--- src/rtl/mem_arbiter_pkg.sv ---
// Shared types and encodings for the unified-memory arbiter.
package mem_arbiter_pkg;

  typedef enum logic [1:0] {
    S_IDLE  = 2'd0,
    S_ISSUE = 2'd1,
    S_WAIT  = 2'd2,
    S_RESP  = 2'd3
  } state_e;

  typedef enum logic {
    OWN_I = 1'b0,
    OWN_D = 1'b1
  } owner_e;

  // Access size codes as driven on d_size; 2'b11 is illegal.
  localparam logic [1:0] SZ_B = 2'b00;
  localparam logic [1:0] SZ_H = 2'b01;
  localparam logic [1:0] SZ_W = 2'b10;

endpackage

--- src/rtl/mem_lane_ctl.sv ---
// Byte-lane helper: byte enables, store-lane replication, load alignment
// shift and the alignment fault flag, all from size and addr[1:0].
module mem_lane_ctl
  import mem_arbiter_pkg::*;
(
  input  logic [1:0]  size_i,
  input  logic [1:0]  off_i,
  input  logic [31:0] wdata_i,
  input  logic [31:0] rdata_i,
  output logic [3:0]  be_o,
  output logic [31:0] wdata_o,
  output logic [31:0] rdata_o,
  output logic        misalign_o
);

  // Per-size lane decode; the illegal size code is flagged as a fault.
  always_comb begin
    be_o       = 4'b0000;
    wdata_o    = wdata_i;
    misalign_o = 1'b0;
    case (size_i)
      SZ_B: begin
        be_o    = 4'b0001 << off_i;
        wdata_o = {4{wdata_i[7:0]}};
      end
      SZ_H: begin
        be_o       = 4'b0011 << off_i;
        wdata_o    = {2{wdata_i[15:0]}};
        misalign_o = off_i[0];
      end
      SZ_W: begin
        be_o       = 4'b1111;
        misalign_o = |off_i;
      end
      default: misalign_o = 1'b1;
    endcase
  end

  // Loads come back right-justified; extension is left to the CPU.
  assign rdata_o = rdata_i >> {off_i, 3'b000};

endmodule

--- src/rtl/mem_arbiter.sv ---
// Arbiter between instruction fetch and load/store for one single-port
// memory. Data wins by default; a starvation counter forces a fetch grant
// after STARVE_MAX back-to-back data grants. Faulting requests are answered
// locally and counted.
module mem_arbiter
  import mem_arbiter_pkg::*;
#(
  parameter int MEM_BYTES  = 4096,
  parameter int STARVE_MAX = 4
) (
  input  logic        clk,
  input  logic        rst,
  input  logic        i_req,
  input  logic [31:0] i_addr,
  output logic        i_rvalid,
  output logic [31:0] i_rdata,
  output logic        i_err,
  input  logic        d_req,
  input  logic        d_we,
  input  logic [1:0]  d_size,
  input  logic [31:0] d_addr,
  input  logic [31:0] d_wdata,
  output logic        d_rvalid,
  output logic [31:0] d_rdata,
  output logic        d_err,
  output logic        mem_valid,
  input  logic        mem_ready,
  output logic        mem_we,
  output logic [3:0]  mem_be,
  output logic [31:0] mem_addr,
  output logic [31:0] mem_wdata,
  input  logic        mem_rvalid,
  input  logic [31:0] mem_rdata,
  output logic [7:0]  seg_faults
);

  state_e      state_q, state_d;
  owner_e      own_q;
  logic [31:0] addr_q, wdata_q, rdata_q;
  logic [1:0]  size_q;
  logic        we_q, err_q;
  logic [7:0]  starve_q, seg_q;

  logic        idle, issue, resp;
  logic        gnt_d, gnt_i, gnt, fault;
  logic [31:0] req_addr, req_wdata;
  logic [1:0]  req_size;
  logic        req_we;
  logic [1:0]  ln_size, ln_off;
  logic [3:0]  ln_be;
  logic [31:0] ln_wdata, ln_rdata;
  logic        ln_misalign;

  assign idle  = (state_q == S_IDLE);
  assign issue = (state_q == S_ISSUE);
  assign resp  = (state_q == S_RESP);

  // Priority arbitration: data first unless fetch has waited STARVE_MAX grants.
  always_comb begin
    gnt_d = 1'b0;
    gnt_i = 1'b0;
    if (d_req && (!i_req || (starve_q < 8'(STARVE_MAX)))) gnt_d = 1'b1;
    else if (i_req)                                         gnt_i = 1'b1;
  end

  assign gnt = idle && (gnt_d || gnt_i);

  // Granted request fields; fetch is treated as a word read.
  assign req_addr  = gnt_d ? d_addr  : i_addr;
  assign req_size  = gnt_d ? d_size  : SZ_W;
  assign req_we    = gnt_d && d_we;
  assign req_wdata = gnt_d ? d_wdata : 32'h0;

  // One lane decoder: live request in IDLE for the fault check, latched
  // request afterwards for enables, store lanes and the load shift.
  assign ln_size = idle ? req_size       : size_q;
  assign ln_off  = idle ? req_addr[1:0]  : addr_q[1:0];

  mem_lane_ctl u_lane (
    .size_i     (ln_size),
    .off_i      (ln_off),
    .wdata_i    (wdata_q),
    .rdata_i    (mem_rdata),
    .be_o       (ln_be),
    .wdata_o    (ln_wdata),
    .rdata_o    (ln_rdata),
    .misalign_o (ln_misalign)
  );

  assign fault = (req_addr >= 32'(MEM_BYTES)) || ln_misalign;

  // Next-state logic.
  always_comb begin
    state_d = state_q;
    case (state_q)
      S_IDLE:  if (gnt)        state_d = fault ? S_RESP : S_ISSUE;
      S_ISSUE: if (mem_ready)  state_d = S_WAIT;
      S_WAIT:  if (mem_rvalid) state_d = S_RESP;
      S_RESP:                  state_d = S_IDLE;
      default:                 state_d = S_IDLE;
    endcase
  end

  // State register; reset abandons any in-flight transaction.
  always_ff @(posedge clk or negedge rst) begin
    if (!rst) state_q <= S_IDLE;
    else      state_q <= state_d;
  end

  // Request latch, starvation counter, response data and fault counter.
  always_ff @(posedge clk or negedge rst) begin
    if (!rst) begin
      own_q    <= OWN_I;
      addr_q   <= '0;
      wdata_q  <= '0;
      size_q   <= '0;
      we_q     <= 1'b0;
      err_q    <= 1'b0;
      rdata_q  <= '0;
      starve_q <= '0;
      seg_q    <= '0;
    end else if (idle) begin
      if (!i_req || gnt_i) starve_q <= '0;
      else if (gnt_d)      starve_q <= starve_q + 8'd1;
      if (gnt) begin
        own_q   <= gnt_d ? OWN_D : OWN_I;
        addr_q  <= req_addr;
        size_q  <= req_size;
        we_q    <= req_we;
        wdata_q <= req_wdata;
        err_q   <= fault;
        if (fault) begin
          rdata_q <= '0;
          if (seg_q != 8'hFF) seg_q <= seg_q + 8'd1;
        end
      end
    end else if ((state_q == S_WAIT) && mem_rvalid) begin
      rdata_q <= ln_rdata;
    end
  end

  // Memory side is driven only while issuing, zero otherwise.
  assign mem_valid = issue;
  assign mem_we    = issue && we_q;
  assign mem_be    = issue ? ln_be : 4'b0000;
  assign mem_addr  = issue ? {addr_q[31:2], 2'b00} : 32'h0;
  assign mem_wdata = issue ? ln_wdata : 32'h0;

  // Responses go to the owner only, for the single RESP cycle.
  assign i_rvalid   = resp && (own_q == OWN_I);
  assign d_rvalid   = resp && (own_q == OWN_D);
  assign i_err      = i_rvalid && err_q;
  assign d_err      = d_rvalid && err_q;
  assign i_rdata    = i_rvalid ? rdata_q : 32'h0;
  assign d_rdata    = d_rvalid ? rdata_q : 32'h0;
  assign seg_faults = seg_q;

endmodule

--- config.mk ---
export PLATFORM = sky130hd
export DESIGN_NAME = mem_arbiter
export DESIGN_NICKNAME = d
export VERILOG_FILES = /design/src/rtl/mem_arbiter_pkg.sv /design/src/rtl/mem_lane_ctl.sv /design/src/rtl/mem_arbiter.sv
export SDC_FILE = /design/constraint.sdc
export NUM_CORES = 1
export LEC_CHECK = 0
export BUFFER_PORTS_ARGS = -buffer_cell sky130_fd_sc_hd__buf_2
export CAP_MARGIN = 10
export CORE_ASPECT_RATIO = 2
export CORE_MARGIN = 4
export CORE_UTILIZATION = 35
export DETAILED_ROUTE_END_ITERATION = 10
export PLACE_DENSITY = 0.63
export SYNTH_ARGS = -nofsm -noshare
export SYNTH_HDL_FRONTEND = slang
export SYNTH_SLANG_ARGS = --single-unit
export TNS_END_PERCENT = 100
--- constraint.sdc ---
create_clock -name clk -period 3.3 [get_ports clk]
set_clock_uncertainty 0.15 [all_clocks]
set_input_delay 0.66 -clock clk [delete_from_list [all_inputs] [get_ports clk]]
set_output_delay 0.66 -clock clk [all_outputs]
set_load 0.02 [all_outputs]
Word-level counts from Yosys, hierarchy flattened
Cells that the tools add are included.
- bits in registers: 119
- input bits: 137
- output and inout bits: 146
- logic and storage cells: 80
- add/subtract/negate cells: 2
- magnitude comparators: 2
- eq/ne operators: 10
- shift operators: 3
- multiplexer cells: 28
- bitwise logic cells: 1
- reductions and logical operators: 24
- operators by type and width (cell ; number):
    32-bit 2-to-1 mux ; 10
    32-bit one-hot mux with 2 select lines ; 1
    32-bit by 13-bit greater-or-equal comparator with 1-bit output, second input constant ; 1
    32-bit by 5-bit >> shifter with 32-bit output ; 1
    8-bit by 1-bit adder with 8-bit output, second input constant ; 2
    8-bit 2-to-1 mux ; 2
    2-bit 2-to-1 mux ; 7
    4-bit one-hot mux with 3 select lines ; 1
    1-bit logical AND ; 9
    8-bit by 3-bit < comparator with 1-bit output, second input constant ; 1
    8-bit inequality test, second input constant ; 1
    2-bit one-hot mux with 4 select lines ; 1
    2-bit equality test, second input constant ; 3
    3-bit AND reduction ; 2
    2-bit by 1-bit equality test with 1-bit output, second input constant ; 2
    2-bit zero test ; 2
    1-bit logical OR ; 4
    1-bit 2-to-1 mux ; 4
    4-bit 2-to-1 mux ; 1
    2-bit by 1-bit inequality test with 1-bit output, second input constant ; 2
    2-bit inequality test, second input constant ; 2
    2-bit AND reduction ; 2
    4-bit AND reduction ; 1
    2-bit nonzero test ; 2
    6 further kinds ; 6

Longest topological paths before layout
Gate-level depths: netlist of run 1.
- depth in word-level cells: 12
- depth in mapped cells: 12
- mapped depth without buffers: 9

Cells and area by module
From an unflattened synthesis of run 1, not the netlist that was laid out.
- cells, all modules: 770
- area total of the unflattened synthesis: 7159.4 um2
- modules (own cells, without submodules) (module ; instances ; cells an instance ; area an instance (um2)):
    mem_arbiter ; 1 ; 638 ; 6028.3
    mem_lane_ctl ; 1 ; 132 ; 1131.1

Worst setup path before layout of run 1
No wires, ideal clock.
- path type: input to output
- start: in d_req
- end: out mem_be[2]
- arrival time: 2.330 ns
- path slack: 0.160 ns
- cell stages on the path: 10
- path through: nor2b_4 > a41oi_2 > buf_4 > mux2i_1 > a21oi_1 > buf_4 > buf_4 > o21ai_0 > a31oi_1 > nor2_1
- longest elaborated chain between the ends: 7
- elaborated cells on any way between the ends: 13
- RTL lines (item ; line ; text):
    start, declared ; mem_arbiter.sv:18 ; input logic d_req,
    1-bit logical AND (*) ; mem_arbiter.sv:62 ; if (d_req && (!i_req || (starve_q < 8'(STARVE_MAX)))) gnt_d = 1'b1;
    1-bit 2-to-1 mux (*) ; mem_arbiter.sv:62 ;
    32-bit 2-to-1 mux / 2-bit 2-to-1 mux (equally long branches) ; mem_arbiter.sv:69, mem_arbiter.sv:70 ;
    2-bit 2-to-1 mux, on equally long branches ; mem_arbiter.sv:77, mem_arbiter.sv:76 ;
    2-bit by 2-bit << shifter with 4-bit output, or another cell as far along ; mem_lane_ctl.sv:27 ; be_o = 4'b0011 << off_i;
    4-bit one-hot mux with 3 select lines (*) ; mem_lane_ctl.sv:21 ; case (size_i)
    4-bit 2-to-1 mux (*) ; mem_arbiter.sv:145 ; assign mem_be = issue ? ln_be : 4'b0000;
    end, declared ; mem_arbiter.sv:29 ; output logic [3:0] mem_be,
Every way passes the cells marked *; elsewhere a longest branch is shown, timed or not.

Worst setup path after layout of run 1
- start: reg starve_q[6]
- end: out mem_be[0]
- longest elaborated chain between the ends: 9
- elaborated cells on any way between the ends: 15
- RTL lines (item ; line ; text):
    start, declared ; mem_arbiter.sv:42 ; logic [7:0] starve_q, seg_q;
    start signal, assigned ; mem_arbiter.sv:124 ; else if (gnt_d) starve_q <= starve_q + 8'd1;
    8-bit by 3-bit < comparator with 1-bit output (*) ; mem_arbiter.sv:62 ;
    1-bit logical OR (*) ; mem_arbiter.sv:62 ;
    1-bit logical AND (*) ; mem_arbiter.sv:62 ;
    1-bit 2-to-1 mux (*) ; mem_arbiter.sv:62 ;
    32-bit 2-to-1 mux / 2-bit 2-to-1 mux (equally long branches) ; mem_arbiter.sv:69, mem_arbiter.sv:70 ;
    2-bit 2-to-1 mux, on equally long branches ; mem_arbiter.sv:77, mem_arbiter.sv:76 ;
    2-bit by 2-bit << shifter with 4-bit output, or another cell as far along ; mem_lane_ctl.sv:27 ;
    4-bit one-hot mux with 3 select lines (*) ; mem_lane_ctl.sv:21 ;
    4-bit 2-to-1 mux (*) ; mem_arbiter.sv:145 ;
Marks and branches as above.

==> impl_metrics.yaml, run 1 <==
worst_setup_path:
  critPathKind: "flop to output port"
  worstSetupStartpoint: "starve_q[6]"
  r2r-start: "starve_q[6]"
  r2r_slack_ns: 0.59
  cp_max_fo: 4
  worstPathArrival_ns: 2.36
  cp.required_ns: 2.49
  end_kind: "output port"
  cp-start-kind: "flop"
  timing.rr.end: "seg_faults[1]"
  r2r_cells: 6
clocking:
  cts_tree: "yes"
  numCtsBuffers: 17
  cts_buffer_depth: 2
  clock-sinks: 119
  cts-root-buf: "clkbuf_16"
  path_clk_slew_ns: 0.06
  htreeDepth: 4
  clock_latency_ns: 0.41
sta:
  worst_hold_slack_ns: 0.108
  hold_violations: 0
  period_needed_ns: 3.17
  tightest_slew_ns: 0.618
  drv_slew: 0
  finalSetupTns_ns: 0
  fin_crit_sh_pct: 96.0
  finalSetupViolCount: 0
  max_freq_mhz: 316
  rsz0062_at_grt: "no"
  relSlewSlack_pct: 58.8
drt:
  drc_errors: 0
  routed_wl_um: 24100
  wire_per_inst_um: 18.7
  via_count: 6698
  initialDrtViolationCount: 249
  dr.pass1.iters: 4
  viasPerCell: 5.21
  final_antenna_net_count: 0
pwr:
  combPwrFrac_pct: 48.4
  pwr-share-seq_pct: 29.5
  p_sw_share_pct: 43.2
  switchingPower_w: 0.00383
  p_int_w: 0.00504
  p_per_area_nw_per_um2: 968
  ir_drop_mv: 0.496
  p_leak_nw: 4.72
  p_clk_share_pct: 22.1
yosys:
  synth_area_leader_cell: "dfrtp_1"
  synth-edff-count: 0
  synthMostInstantiatedCell: "dfrtp_1"
  syn-cell-area_um2: 6720
  yosysWarningCount: 0
  yosys_most_used_dff: "dfrtp_1"
  synth-seq-cells: 119
  synth_top_area_share_pct: 44.3
  yosysSeqAreaShare_pct: 44.3
  ys_async_sr_fraction_pct: 100
  ys_types: 51
  synth_cells: 746
  syn_area_per_cell_um2: 9.01
  synth_area_leaders: "dfrtp_1 44%, and2_1 7.0%, nand2_1 6.5%, a22o_1 6.3%, mux2i_1 4.0%"
  synth_common_cells: "119 x dfrtp_1, 116 x nand2_1, 75 x and2_1"
outcome:
  status: "finished, final reports clean"
hold_path:
  min_path_type: "input pin to asynchronous set/reset pin"
layout:
  utilization_pct: 48.7
  layout.cells.non_filler: 1285
  layout-drive-gt1-share_pct: 35.5
  nets: 1158
  areaGrowthSynthToFinish_pct: 36.5
  fillers: 1955
placed_design:
  dpl.hpwl_um: 18500
  place.gp.congestion: 0.921
  dp.cells: 1247
  port_buffers: 280
die:
  die_x_um: 106
  initial_core_util_pct: 35.7
  dieArea_um2: 21600
  core_um2: 18800
  die_y_um: 204
  rows: 71
  pin_count: 283
grt:
  antenna_found_initial: 4
  use_met2_pct: 41.3
  gr-usage-all-layers_pct: 21.8
  grt_max_degree: 63
  grt_pass1_vias: 6688
  grt_most_used_layer: "met2"
  gr-usage-met1_pct: 22.7
  grt_first_pass_wirelength_um: 36800
  overflow: 0
  met3_usage_pct: 4.46
job:
  maxCapViolations: 0
power by group through the flow:
stage,clock (W),combinational (W),sequential (W)
after floorplan,0,0.00293,0.00246
after global placement,0,0.00421,0.00261
after detailed placement,0,0.00425,0.00262
after CTS,0.00201,0.00428,0.00261
after global routing,0.00207,0.00470,0.00269
final,0.00197,0.00429,0.00262
cell usage in the layout (no fill, tap or decap), types with 4 or more instances in the layout:
master / n
a21oi_1: 22
buf_4: 26
buf_2: 279
o2bb2ai_1: 10
diode_2: 4
nor4_1: 11
a22o_1: 48
a31oi_1: 32
buf_12: 4
o21ai_0: 25
mux2i_1: 27
nand2b_1: 4
o221ai_1: 8
nand4_1: 4
bufinv_16: 4
ha_1: 6
and3_1: 37
nand3_1: 11
nor3_1: 6
clkinvlp_4: 4
nand2_1: 116
clkbuf_16: 17
and2_1: 75
xnor2_1: 4
nand3b_1: 8
dfrtp_1: 119
nor2_1: 55
a311oi_1: 7
xor2_1: 7
critical path, stage by stage (launching register included):
cell	delay, ns
dfrtp_1	0.41
nor2_2	0.25
a41oi_2	0.24
nor3_1	0.39
a21oi_1	0.13
nor2_1	0.16
a21oi_1	0.06
nor2_1	0.10
buf_2	0.21
registers in the layout (all words and copies together), names as in the netlist:
signal	cells
we_q	1
wdata_q	32
addr_q	32
size_q	2
err_q	1
seg_faults	8
rdata_q	32
starve_q	8
own_q	1
state_q	2
worst max path at each step:
stage / to / depth (start not counted)
final: mem_be[0] / 8
after global routing: mem_wdata[9] / 9
after CTS: mem_wdata[29] / 7
after detailed placement: mem_wdata[16] / 8
after global placement: mem_wdata[16] / 8
after floorplan: mem_be[2] / 10
kinds of logic (layout without fill, tap and decap cells):
family,Yosys count,after routing,share of synthesized area [%]
adders and majority gates,7,7,1.30
and+or+nand+nor,338,338,25.0
muxes,29,29,4.36
DFF,119,119,44.3
AOI/OAI and AO/OA,172,173,18.8
xor gates and xnor gates,11,11,1.43
buffers and inverters,69,347,4.71
other,1,6,0.0558
per-layer routing:
metal | routed length, um | up-vias
met3 | 1400 | 53
met1 | 8640 | 3193
met4 | 740 | 4
met2 | 13300 | 260
met5 | 21 | -
li1 | - | 3188
per-stage QoR:
stage	setup WS, ns	total power [W]	cell area, um2
2_1_floorplan	0.160	0.00540	6720
3_3_place_gp	0.127	0.00682	8450
3_5_place_dp	0.103	0.00687	8450
4_1_cts	0.0238	0.00890	9090
5_1_grt	0.000201	0.00947	9160
6_report	0.133	0.00887	9170
what timing repair did:
action	4_1_cts	5_1_grt
endpoints found under the hold margin	0	0
pin swaps	0	2
setup buffers	0	2
endpoints found under the setup margin	24	25
cloned	0	1
gates resized for setup	4	10
hold buffers	0	0
area by class of cell:
| class | count | area (um2) | share of cell area (%) |
|---|---|---|---|
| inverter | 7 | 26.3 | 0.287 |
| multi-input combinational | 560 | 3540 | 38.6 |
| tap | 255 | 319 | 3.48 |
| timing repair buffer | 309 | 1670 | 18.2 |
| sequential | 119 | 2980 | 32.5 |
| antenna | 4 | 10.0 | 0.109 |
| clock buffer | 19 | 443 | 4.83 |
| clock inverter | 12 | 178 | 1.94 |
Power figures use the tool's default switching activity.
==> inputs of run 2 (changes only) <==
Settings changed: CORE_ASPECT_RATIO 2 to unset.
==> impl_metrics.yaml, run 2 (synthesis gave the netlist of run 1 again) <==
layout:
  most-common-layout-cells: "279 x buf_2, 116 x nand2_1, 115 x dfrtp_1"
  nets: 1163
  final_common_cell: "buf_2"
  areaGrowthSynthToFinish_pct: 35.5
  layout.cells.non_filler: 1267
  fillers: 1798
  top_regs: "addr_q x32, rdata_q x32, wdata_q x32"
  layout-drive-gt1-share_pct: 36.0
worst_setup_path:
  r2r_cells: 6
  worst-path-buf-inv: 3
  cp_max_fo: 7
  path_cells: "buf_2 > nor2b_4 > a41oi_4 > buf_6 > mux2i_4 > a21o_1 > o21ai_0 > a31oi_1 > nor2_1 > buf_2"
  critPathKind: "input pin to output port"
  cp_slowest_stage_delay_ns: 0.35
  cp-start-kind: "input pin"
  timing.rr.end: "seg_faults[1]"
  r2r-start: "starve_q[5]"
  slowest_stage: "a41oi_4"
  cp_common_cell: "buf_2"
  worstPathArrival_ns: 2.39
  end_kind: "output port"
  r2r_slack_ns: 0.62
  crit_family: "compound AO/OA/AOI/OAI gates"
  cp.required_ns: 2.49
  cp_num_cells: 10
placed_design:
  dp.cells: 1230
  dpl.hpwl_um: 17300
  dpl_worst_slack_ns: 0.0721
  port_buffers: 280
  place.gp.congestion: 0.870
grt:
  gr-usage-all-layers_pct: 21.2
  grt_first_pass_wirelength_um: 36300
  grt_max_degree: 63
  antenna_found_initial: 0
  grt_pass1_vias: 6546
  overflow: 0
sta:
  relSlewSlack_pct: 52.8
  final.setup.worst_slack_ns: 0.0986
  fin_crit_sh_pct: 97.0
  finalSetupViolCount: 0
  rsz0062_at_grt: "yes"
  worst_hold_slack_ns: 0.149
  max_freq_mhz: 312
  hold_violations: 0
  drv_slew: 0
  period_needed_ns: 3.20
  tightest_slew_ns: 0.707
drt:
  viasPerCell: 5.25
  via_count: 6648
  initialDrtViolationCount: 277
  wire_per_inst_um: 18.1
  drc_errors: 0
  final_antenna_net_count: 0
  dr.pass1.iters: 5
  routed_wl_um: 23000
outcome:
  status: "finished, final reports clean"
job:
  maxCapViolations: 0
die:
  initial_core_util_pct: 35.8
  core_um2: 18800
  pin_count: 283
  die_y_um: 147
  dieArea_um2: 21500
  die_x_um: 147
  rows: 50
clocking:
  hold_buffers: 0
  clock_latency_ns: 0.41
  numCtsBuffers: 17
  cts_tree: "yes"
  cts_buffer_depth: 2
  cts-root-buf: "clkbuf_16"
  clock-sinks: 119
  htreeDepth: 4
  path_clk_slew_ns: 0.05
pwr:
  ir_drop_mv: 0.418
  p_per_area_nw_per_um2: 946
  p_leak_nw: 4.72
hold_path:
  min_path_type: "input pin to asynchronous set/reset pin"
[run 2: through the flow]
step | total power (W) | instance area [um2] | setup TNS (ns) | util, %
detailed placement | 0.00686 | 8440 | 0 | 45.0
global route | 0.00924 | 9100 | -0.0185 | 48.5
global placement | 0.00681 | 8440 | 0 | 45.0
floorplan | 0.00540 | 6720 | 0 | -
CTS | 0.00864 | 9020 | 0 | 48.1
finish | 0.00862 | 9100 | 0 | 48.5
[run 2: what timing repair did]
action | CTS | global route
buffers inserted | 1 | 3
hold endpoints to repair | 0 | 0
resized for setup | 5 | 16
setup endpoints to repair | 15 | 19
pin swaps | 1 | 4
[run 2: worst max-delay path by stage]
stage,from,endpoint
2_1_floorplan,d_req,mem_be[2]
3_3_place_gp,d_req,mem_be[2]
3_5_place_dp,d_req,mem_be[2]
4_1_cts,starve_q[5],mem_wdata[31]
5_1_grt,d_req,mem_be[2]
6_report,d_req,mem_be[2]
[run 2: report_power, final]
part	total (W)	switching [W]	internal (W)	leakage, nW
sequential	0.00263	0.000542	0.00209	1.47
clock	0.00172	0.000714	0.00101	0.268
combinational	0.00426	0.00256	0.00170	2.98
[run 2: area by class of cell]
| class | instances | area [um2] | share of cell area (%) |
|---|---|---|---|
| well taps | 234 | 293 | 3.22 |
| inverters | 7 | 26.3 | 0.289 |
| diodes | 1 | 2.50 | 0.0275 |
| flip-flops and latches | 119 | 2980 | 32.8 |
| clock inverters | 12 | 95.1 | 1.04 |
| clock buffers | 20 | 457 | 5.02 |
| multi-input cells | 559 | 3530 | 38.8 |
| repair buffers | 315 | 1720 | 18.8 |
[run 2: routing by layer]
layer / wire (um) / vias to the layer above / global-route usage (%)
met5: 0 / - / 0
met4: 636 / 0 / 8.61
met3: 1940 / 38 / 6.49
met2: 10600 / 302 / 33.5
met1: 9840 / 3104 / 27.2
li1: - / 3204 / -
